### src/rtl/otbn_pq_pkg.sv
// Shared types and constants for the PQ vector issuer and the PQ ALU.
// pq_vop_predec is the single source of the blanker enables for both sides.
package otbn_pq_pkg;

   localparam int PQLEN    = 32;
   localparam int NLANES   = 8;
   localparam int WLEN     = PQLEN * NLANES;
   localparam int LaneSelW = $clog2(NLANES);

   typedef enum logic [2:0] {
      PqVopAdd   = 3'd0,
      PqVopSub   = 3'd1,
      PqVopMul   = 3'd2,
      PqVopScale = 3'd3,
      PqVopBfCt  = 3'd4,
      PqVopBfGs  = 3'd5
   } pq_vop_e;

   localparam logic [7:0] AluOpPqNone        = 8'h00;
   localparam logic [7:0] AluOpPqAdd         = 8'h01;
   localparam logic [7:0] AluOpPqSub         = 8'h02;
   localparam logic [7:0] AluOpPqMul         = 8'h03;
   localparam logic [7:0] AluOpPqScale       = 8'h04;
   localparam logic [7:0] AluOpPqButterflyCT = 8'h05;
   localparam logic [7:0] AluOpPqButterflyGS = 8'h06;

   typedef struct packed {
      logic add_op_en;
      logic mul_op_en;
      logic gs_sub_op_en;
      logic ct_sub_op_en;
   } alu_predec_pq_t;

   function automatic alu_predec_pq_t pq_vop_predec(pq_vop_e op);
      alu_predec_pq_t p;
      p = '0;
      case (op)
         PqVopAdd:   p.add_op_en = 1'b1;
         PqVopSub:   p.ct_sub_op_en = 1'b1;
         PqVopMul,
         PqVopScale: p.mul_op_en = 1'b1;
         PqVopBfCt: begin
            p.ct_sub_op_en = 1'b1;
            p.mul_op_en    = 1'b1;
            p.add_op_en    = 1'b1;
         end
         PqVopBfGs: begin
            p.gs_sub_op_en = 1'b1;
            p.mul_op_en    = 1'b1;
            p.add_op_en    = 1'b1;
         end
         default: p = '0;
      endcase
      return p;
   endfunction

   function automatic logic [7:0] pq_vop_aluop(pq_vop_e op);
      logic [7:0] code;
      case (op)
         PqVopAdd:   code = AluOpPqAdd;
         PqVopSub:   code = AluOpPqSub;
         PqVopMul:   code = AluOpPqMul;
         PqVopScale: code = AluOpPqScale;
         PqVopBfCt:  code = AluOpPqButterflyCT;
         PqVopBfGs:  code = AluOpPqButterflyGS;
         default:    code = AluOpPqNone;
      endcase
      return code;
   endfunction

endpackage

### src/rtl/otbn_pq_lane_merge.sv
// Inserts one PQLEN-bit lane of src into buf, leaving every other lane of buf untouched.
module otbn_pq_lane_merge
   import otbn_pq_pkg::*;
(
   input  logic [LaneSelW-1:0] lane_i,
   input  logic [WLEN-1:0]     src_i,
   input  logic [WLEN-1:0]     buf_i,
   output logic [WLEN-1:0]     buf_o
);

   logic [WLEN-1:0] laneMask;

   assign laneMask = {{(WLEN - PQLEN){1'b0}}, {PQLEN{1'b1}}} << (lane_i * PQLEN);
   assign buf_o    = (buf_i & ~laneMask) | (src_i & laneMask);

endmodule

### src/rtl/otbn_pq_vec_issuer.sv
// Issues a vector PQ instruction to the combinational PQ ALU one lane per cycle
// and collects the lane-placed rs0/rs1 results for WDR write-back.
module otbn_pq_vec_issuer
   import otbn_pq_pkg::*;
(
   input  logic                clk_i,
   input  logic                rst_ni,
   input  logic                start_i,
   input  pq_vop_e             op_sel_i,
   input  logic [LaneSelW-1:0] a_start_i,
   input  logic [LaneSelW-1:0] b_start_i,
   input  logic [LaneSelW-1:0] d_start_i,
   input  logic [3:0]          len_i,
   input  logic                stall_i,
   output logic [7:0]          op_o,
   output logic [LaneSelW-1:0] operand_a_w_sel_o,
   output logic [LaneSelW-1:0] operand_b_w_sel_o,
   output logic [LaneSelW-1:0] d_w_sel_o,
   output alu_predec_pq_t      alu_predec_pq_o,
   input  logic [WLEN-1:0]     alu_rs0_i,
   input  logic [WLEN-1:0]     alu_rs1_i,
   input  logic                alu_predec_error_i,
   output logic                busy_o,
   output logic                res_valid_o,
   input  logic                res_ready_i,
   output logic [WLEN-1:0]     res_rs0_o,
   output logic [WLEN-1:0]     res_rs1_o,
   output logic                err_o
);

   typedef enum logic [1:0] {
      StIdle,
      StIssue,
      StResp,
      StErr
   } state_e;

   state_e              state_q;
   pq_vop_e             vop_q;
   logic [LaneSelW-1:0] aStart_q, bStart_q, dStart_q;
   logic [3:0]          len_q, laneCnt_q;
   logic [WLEN-1:0]     rs0Buf_q, rs1Buf_q;
   logic [WLEN-1:0]     rs0Buf_d, rs1Buf_d;
   logic                busy_q, valid_q, err_q;
   logic                issuing, lastLane;
   logic [LaneSelW-1:0] laneOff;

   assign issuing  = (state_q == StIssue);
   assign laneOff  = laneCnt_q[LaneSelW-1:0];
   assign lastLane = (laneCnt_q == len_q - 4'd1);

   // Lane selects wrap naturally through the 3-bit adders.
   assign operand_a_w_sel_o = issuing ? aStart_q + laneOff : '0;
   assign operand_b_w_sel_o = issuing ? bStart_q + laneOff : '0;
   assign d_w_sel_o         = issuing ? dStart_q + laneOff : '0;
   assign op_o              = issuing ? pq_vop_aluop(vop_q) : AluOpPqNone;
   assign alu_predec_pq_o   = issuing ? pq_vop_predec(vop_q) : '0;

   otbn_pq_lane_merge u_merge_rs0 (
      .lane_i (d_w_sel_o),
      .src_i  (alu_rs0_i),
      .buf_i  (rs0Buf_q),
      .buf_o  (rs0Buf_d)
   );

   otbn_pq_lane_merge u_merge_rs1 (
      .lane_i (d_w_sel_o),
      .src_i  (alu_rs1_i),
      .buf_i  (rs1Buf_q),
      .buf_o  (rs1Buf_d)
   );

   // Error beats stall, and stall beats capture/completion.
   always_ff @(posedge clk_i) begin
      if (!rst_ni) begin
         state_q   <= StIdle;
         vop_q     <= PqVopAdd;
         aStart_q  <= '0;
         bStart_q  <= '0;
         dStart_q  <= '0;
         len_q     <= '0;
         laneCnt_q <= '0;
         rs0Buf_q  <= '0;
         rs1Buf_q  <= '0;
         busy_q    <= 1'b0;
         valid_q   <= 1'b0;
         err_q     <= 1'b0;
      end else begin
         case (state_q)
            StIdle: begin
               if (start_i) begin
                  vop_q     <= op_sel_i;
                  aStart_q  <= a_start_i;
                  bStart_q  <= b_start_i;
                  dStart_q  <= d_start_i;
                  len_q     <= (len_i > 4'(NLANES)) ? 4'(NLANES) : len_i;
                  laneCnt_q <= '0;
                  rs0Buf_q  <= '0;
                  rs1Buf_q  <= '0;
                  err_q     <= 1'b0;
                  busy_q    <= 1'b1;
                  if (len_i != 4'd0) begin
                     state_q <= StIssue;
                  end else begin
                     state_q <= StResp;
                     valid_q <= 1'b1;
                  end
               end
            end
            StIssue: begin
               if (alu_predec_error_i) begin
                  state_q  <= StErr;
                  err_q    <= 1'b1;
                  busy_q   <= 1'b0;
                  rs0Buf_q <= '0;
                  rs1Buf_q <= '0;
               end else if (!stall_i) begin
                  rs0Buf_q <= rs0Buf_d;
                  rs1Buf_q <= rs1Buf_d;
                  if (lastLane) begin
                     state_q <= StResp;
                     valid_q <= 1'b1;
                  end else begin
                     laneCnt_q <= laneCnt_q + 4'd1;
                  end
               end
            end
            StResp: begin
               if (res_ready_i) begin
                  state_q <= StIdle;
                  valid_q <= 1'b0;
                  busy_q  <= 1'b0;
               end
            end
            StErr: begin
               state_q <= StIdle;
            end
            default: begin
               state_q <= StIdle;
            end
         endcase
      end
   end

   assign busy_o      = busy_q;
   assign res_valid_o = valid_q;
   assign res_rs0_o   = rs0Buf_q;
   assign res_rs1_o   = rs1Buf_q;
   assign err_o       = err_q;

endmodule

### config.mk
export PLATFORM = sky130hd
export DESIGN_NAME = otbn_pq_vec_issuer
export DESIGN_NICKNAME = d
export VERILOG_FILES = /design/src/rtl/otbn_pq_pkg.sv /design/src/rtl/otbn_pq_lane_merge.sv /design/src/rtl/otbn_pq_vec_issuer.sv
export SDC_FILE = /design/constraint.sdc
export NUM_CORES = 1
export LEC_CHECK = 0
export ABC_AREA = 1
export CAP_MARGIN = 10
export CORE_AREA = 2 2 415 417
export CTS_CLUSTER_SIZE = 30
export DETAILED_ROUTE_END_ITERATION = 6
export DIE_AREA = 0 0 417 419
export HOLD_SLACK_MARGIN = 0.02
export PLACE_DENSITY = 0.44
export SLEW_MARGIN = 25
export SYNTH_ARGS = -nofsm -noshare
export SYNTH_HDL_FRONTEND = slang
export SYNTH_SLANG_ARGS = --single-unit
### constraint.sdc
create_clock -name clk_i -period 2.2 [get_ports clk_i]
set_input_delay 0.55 -clock clk_i [delete_from_list [all_inputs] [get_ports clk_i]]
set_output_delay 0.55 -clock clk_i [all_outputs]
set_load 0.005 [all_outputs]
After elaboration in Yosys (flattened, before gate mapping)
Cells that the tools add are included.

Reductions and logical operators: 15. Order comparisons: 1. Shift operators: 1. Divide/modulo/power cells: 0. Bitwise gates (word level): 7. Equality and inequality tests: 19. Multiplexer cells: 43. $mul: 0. $add $sub $neg: 5.

Operators by type and width (number): $mux W256 (5); $and A256 B256 Y256 (4); $pmux W256 S2 (2); $or A256 B256 Y256 (2); $not A256 Y256 (1); $shl A32 B8 Y256 const A (1); $mux W4 (6); $pmux W3 S6 (1); $mux W1 (14); $ne A2 B2 Y1 const B (7); $mux W2 (6); $add A3 B3 Y3 (3); $mux W3 (3); $mux W8 (1); $pmux W2 S4 (1); $pmux W4 S2 (1); $reduce_and A4 Y1 (2); $reduce_and A7 Y1 (1); $eq A3 B2 Y1 const B (2); $eq A3 B3 Y1 const B (2); $pmux W1 S3 (2); $reduce_and A3 Y1 (2); $reduce_and A5 Y1 (1); $add A4 B1 Y4 const B (1); other kinds (19) (20).

Bits in read-only memories: 0. Bits in registers: 537. Memories kept: 0. Bits in writable memories: 0. Bits in latches: 0.

Longest topological paths before layout
Word-level depth: 9. Mapped depth: 14. Depth with buffers taken out: 12.

Modules after synthesis
A second synthesis with hierarchy kept.

Cell total of the unflattened synthesis: 4262. Area total of the unflattened synthesis: 29019.1 um^2.

By module, submodules not included: otbn_pq_vec_issuer (times used 1, area each 20988.9 um^2, cells each 2512); otbn_pq_lane_merge (times used 2, area each 4015.1 um^2, cells each 875).

Least setup slack after synthesis
Ideal clock, no wire load.

Kind: reg-to-reg. From: register laneCnt_q[0]. To: register rs0Buf_q[32], in the netlist res_rs0_o[32]. Stages on the path, launching flop included: 11. Required time: 2084 ps. Library setup time: 116 ps. Path slack: 126 ps. Arrival: 1959 ps. Cells stage by stage: dfxtp_1 > ha_1 > fa_1 > nand2_1 > inv_1 > nor3_2 > nand2_1 > buf_2 > buf_4 > nor2_1 > nor2_1.

Longest elaborated chain between the ends: 9. Elaborated cells between the ends (all ways): 10. Classes of those cells: 1 x add/sub; 1 x shift; 4 x mux; 4 x bitwise.

Ends and longest elaborated chain: from (decl) (RTL line otbn_pq_vec_issuer.sv:41) `logic [3:0] len_q, laneCnt_q;`; from (signal assigned) (RTL line otbn_pq_vec_issuer.sv:124) `laneCnt_q <= laneCnt_q + 4'd1;`; $add A3 B3 Y3 * (RTL line otbn_pq_vec_issuer.sv:55) `assign d_w_sel_o = issuing ? dStart_q + laneOff : '0;`; $mux W3 * (RTL line otbn_pq_vec_issuer.sv:55); net d_w_sel_o[1] (RTL line otbn_pq_vec_issuer.sv:18) `output logic [LaneSelW-1:0] d_w_sel_o,`; $shl A32 B8 Y256 * (RTL line otbn_pq_lane_merge.sv:13) `assign laneMask = {{(WLEN - PQLEN){1'b0}}, {PQLEN{1'b1}}} << (lane_i * PQLEN);`; $not A256 Y256 (RTL line otbn_pq_lane_merge.sv:14) `assign buf_o = (buf_i & ~laneMask) | (src_i & laneMask);`; $and A256 B256 Y256 (RTL line otbn_pq_lane_merge.sv:14); $or A256 B256 Y256 * (RTL line otbn_pq_lane_merge.sv:14); $mux W256 * (RTL line otbn_pq_vec_issuer.sv:117) `end else if (!stall_i) begin`; $mux W256 * (RTL line otbn_pq_vec_issuer.sv:111) `if (alu_predec_error_i) begin`; $pmux W256 S2 * (RTL line otbn_pq_vec_issuer.sv:89) `case (state_q)`; to (signal assigned) (RTL line otbn_pq_vec_issuer.sv:118) `rs0Buf_q <= rs0Buf_d;`; to (decl) (RTL line otbn_pq_vec_issuer.sv:42) `logic [WLEN-1:0] rs0Buf_q, rs1Buf_q;`.

Mark *: on every way through the listed nets, which the timed path passes. The rest lies on a longest branch. The select of a mux whose other input is x is not followed. A chain may end at the register's enable or synchronous reset.

Worst setup path after layout
From: register laneCnt_q[0]. To: output port d_w_sel_o[1].

Longest elaborated chain between the ends: 2.

Ends and longest elaborated chain (RTL line): $add A3 B3 Y3 (otbn_pq_vec_issuer.sv:55); $mux W3 (otbn_pq_vec_issuer.sv:55); to (decl) (otbn_pq_vec_issuer.sv:18).

No other way between the ends.

==> impl_results.md <==
- Status: finished with violations
- Failing checks: negative setup slack
- Hold Path Class: input pin to register
- Worst-Skew Late Latency: 0.70 ns
- Cts hold-fix bufs: 0
- Share of cells above drive strength 1: 19.3%
- Area delta synth->final: 102%
- Cell row count: 152
- Starting Density: 12.2%
- Vias in the first global route: 21900
- Reg2Reg Depth: 15
- R2r endpoint: res_rs1_o[20]$_SDFFE_PN0P_
- CP startpoint: laneCnt_q[0]$_SDFFE_PN0P_
- Seq/Total Area, Yosys: 51.7%
- Synth cell types: 31
- WL/cell: 19.1 µm
- Hpwl dp: 89000 µm
- Unrepaired setup endpoints after global routing: true
- Routed WL: 125000 µm
- Top_reg_cell synth: dfxtp_1
- Global Route Usage Sum: 13.1%
- Max-slew violation count: 0
- WHS: 0.429 ns
- Pwr dens: 892 mW/mm²
- Reg-to-Reg Start: laneCnt_q[0]$_SDFFE_PN0P_
- Final period utilization: 118%
- Final setup fails: 527
- Via-to-Cell Ratio: 3.54
- CTS Sinks: 537
- CP top delay family: adder cells
- CORE AREA: 0.171 mm²
- Crit. path cell count: 6
- Clock transition at path regs: 0.07 ns
- Final hold vios: 0
- First-pass GRT wire length: 163000 µm
- Critical path's slowest cell: fa_2
- Hold path depth: 3
- Setup WS pre-CTS: -0.326 ns
- CTS tree: built
- Post-route insts no fill: 6528
- Synth Register Bits: 537
- Synthesized area per cell: 6.98 µm²
- Post-layout minimum cycle time: 2.60 ns
- Top-Level Pins: 1070
- Synth warnings: 0
- Critical Path Start Type: register
- Clock Tree Root: clkbuf_16
- Total die area: 0.175 mm²
- Max-cap violations: 0
- Slowest stage delay, CP: 0.55 ns
- Max frequency: 385 MHz
- Setup Skew: 0.0312 ns
- Async set or reset register ratio after synthesis: 0%
- Largest net degree at the start of global routing: 60
- Routability cong.: 0.920
- Most frequent cells in the layout: clkdlybuf4s50_1, nor2_1, dfxtp_1, nand2_1, inv_1
- Most common cell after layout, fill and taps aside: clkdlybuf4s50_1
- Detail Route Antenna Nets: 0
- Remaining DRCs: 0
- CP Buf/Inv Count: 3
- PnR worst setup slack: -0.397 ns
- Crit path capture type: output port
- Die H: 419 µm
- Critical Path RT: 1.65 ns
- Sequence of cells on the critical path: ha_4 -> fa_2 -> nand2_4 -> inv_4 -> buf_6 -> buf_8
- Max Buffers Root-to-Sink: 3
- CP arrival: 2.05 ns
- H-tree lvl count: 3
- Flop-to-flop setup slack: -0.35 ns
- Num CTS Buffers: 74
- Cell area after layout: 0.0420 mm²
- EDFF count, synth: 0
- Die width: 417 µm
- I/O Buffers: 1064
- Syn Std Cell Area: 0.0208 mm²
- Remaining global-route overflow: 0
- Post-Place Cells: 6248
- Cell Area, Placed: 0.0349 mm²
- Drt first pass iters: 6
- Cells after Synth: 2980
- Detailed-route via count: 23100
- CP Max Fanout: 2
- P_leak: 17.7 nW
- Nets: 4764
- Starting DRC count in detailed routing: 1165
- Worst vdd ir: 965 µV
- WS Path Type: register to output port
- Setup crit end: d_w_sel_o[1]
- Initial antenna violation count: 48
power breakdown:
part           switching, W  internal (W)  leakage (nW)
combinational       0.00653       0.00686          12.1
sequential         0.000603        0.0106          4.34
clock               0.00510       0.00771          1.26
total                0.0122        0.0252          17.7
registers in the layout, summed over array words and instances, names as in the netlist:
| signal | count |
|---|---|
| aStart_q | 3 |
| res_valid_o | 1 |
| dStart_q | 3 |
| busy_o | 1 |
| bStart_q | 3 |
| state_q | 2 |
| laneCnt_q | 4 |
| vop_q | 3 |
| res_rs0_o | 256 |
| res_rs1_o | 256 |
| err_o | 1 |
| len_q | 4 |
synthesized netlist by cell type, types with 4 or more instances:
| library cell | number | area (µm²) |
|---|---|---|
| a21oi_1 | 18 | 90.1 |
| buf_2 | 130 | 651 |
| buf_4 | 22 | 165 |
| clkbuf_1 | 22 | 82.6 |
| dfxtp_1 | 537 | 10800 |
| ha_1 | 10 | 125 |
| inv_1 | 286 | 1070 |
| inv_2 | 6 | 22.5 |
| nand2_1 | 565 | 2120 |
| nand3_1 | 10 | 50.1 |
| nand4_1 | 4 | 25.0 |
| nor2_1 | 1064 | 3990 |
| nor3_2 | 4 | 40.0 |
| o21ai_0 | 224 | 1120 |
| o21ai_1 | 52 | 260 |
per-stage QoR:
stage / utilization (%) / TNS, ns / power [W]
detailed placement: 20.5 / -102.18 / 0.0198
floorplan: - / 0 / 0.0145
finish: 24.6 / -79.74 / 0.0374
CTS: 23.3 / -137.01 / 0.0365
global placement: 20.5 / -99.85 / 0.0198
global route: 24.6 / -151.79 / 0.0392
how the worst min path moves through the flow:
stage | startpoint | end | slack (ns)
2_1_floorplan | laneCnt_q[3]$_SDFFE_PN0P_ | laneCnt_q[3]$_SDFFE_PN0P_ | 0.45
6_report | alu_rs1_i[104] | res_rs1_o[104]$_SDFFE_PN0P_ | 0.43
4_1_cts | alu_rs1_i[186] | res_rs1_o[186]$_SDFFE_PN0P_ | 0.35
3_5_place_dp | len_q[3]$_SDFFE_PN0P_ | len_q[3]$_SDFFE_PN0P_ | 0.48
5_1_grt | alu_rs1_i[65] | res_rs1_o[65]$_SDFFE_PN0P_ | 0.39
3_3_place_gp | laneCnt_q[3]$_SDFFE_PN0P_ | laneCnt_q[3]$_SDFFE_PN0P_ | 0.48
cell families after synthesis:
logic type | Yosys count | synth area share, %
fa+ha+maj | 13 | 0.890
compound gates | 301 | 7.33
flops | 537 | 51.7
simple gates | 1655 | 30.2
buf+inv | 469 | 9.68
other cells | 1 | 0.0180
xor+xnor | 4 | 0.204
final cells by class:
type                       count  area [µm²]
clock inverter                26         297
multi-input combinational   1978        9870
antenna                       16        40.0
clock buffer                 112        2300
tap                         2233        2790
fill                       18500      129000
inverter                     294        1160
timing repair buffer        1331       14700
timing repair inverter         1        20.0
sequential                   537       10800
timing repair:
item                       in CTS  in global routing
gates resized for setup       409                488
buffers inserted               51                 37
gates cloned                   34                 29
setup endpoints to repair     645                627
pin swaps                      55                164
tightest hold or removal path: cells and delay by family:
family	cells	cell delay [ns]
buf+inv	1	0.40
simple gates	2	0.15
metal layers:
| metal | global-route usage (%) | share of wire [%] | vias to the layer above |
|---|---|---|---|
| li1 | - | - | 11500 |
| met1 | 14.6 | 39 | 10700 |
| met2 | 22.8 | 51 | 692 |
| met3 | 3.97 | 6.5 | 218 |
| met4 | 5.93 | 3.8 | 16 |
| met5 | 0 | 0.084 | - |
(Power assumes the default switching activity.)
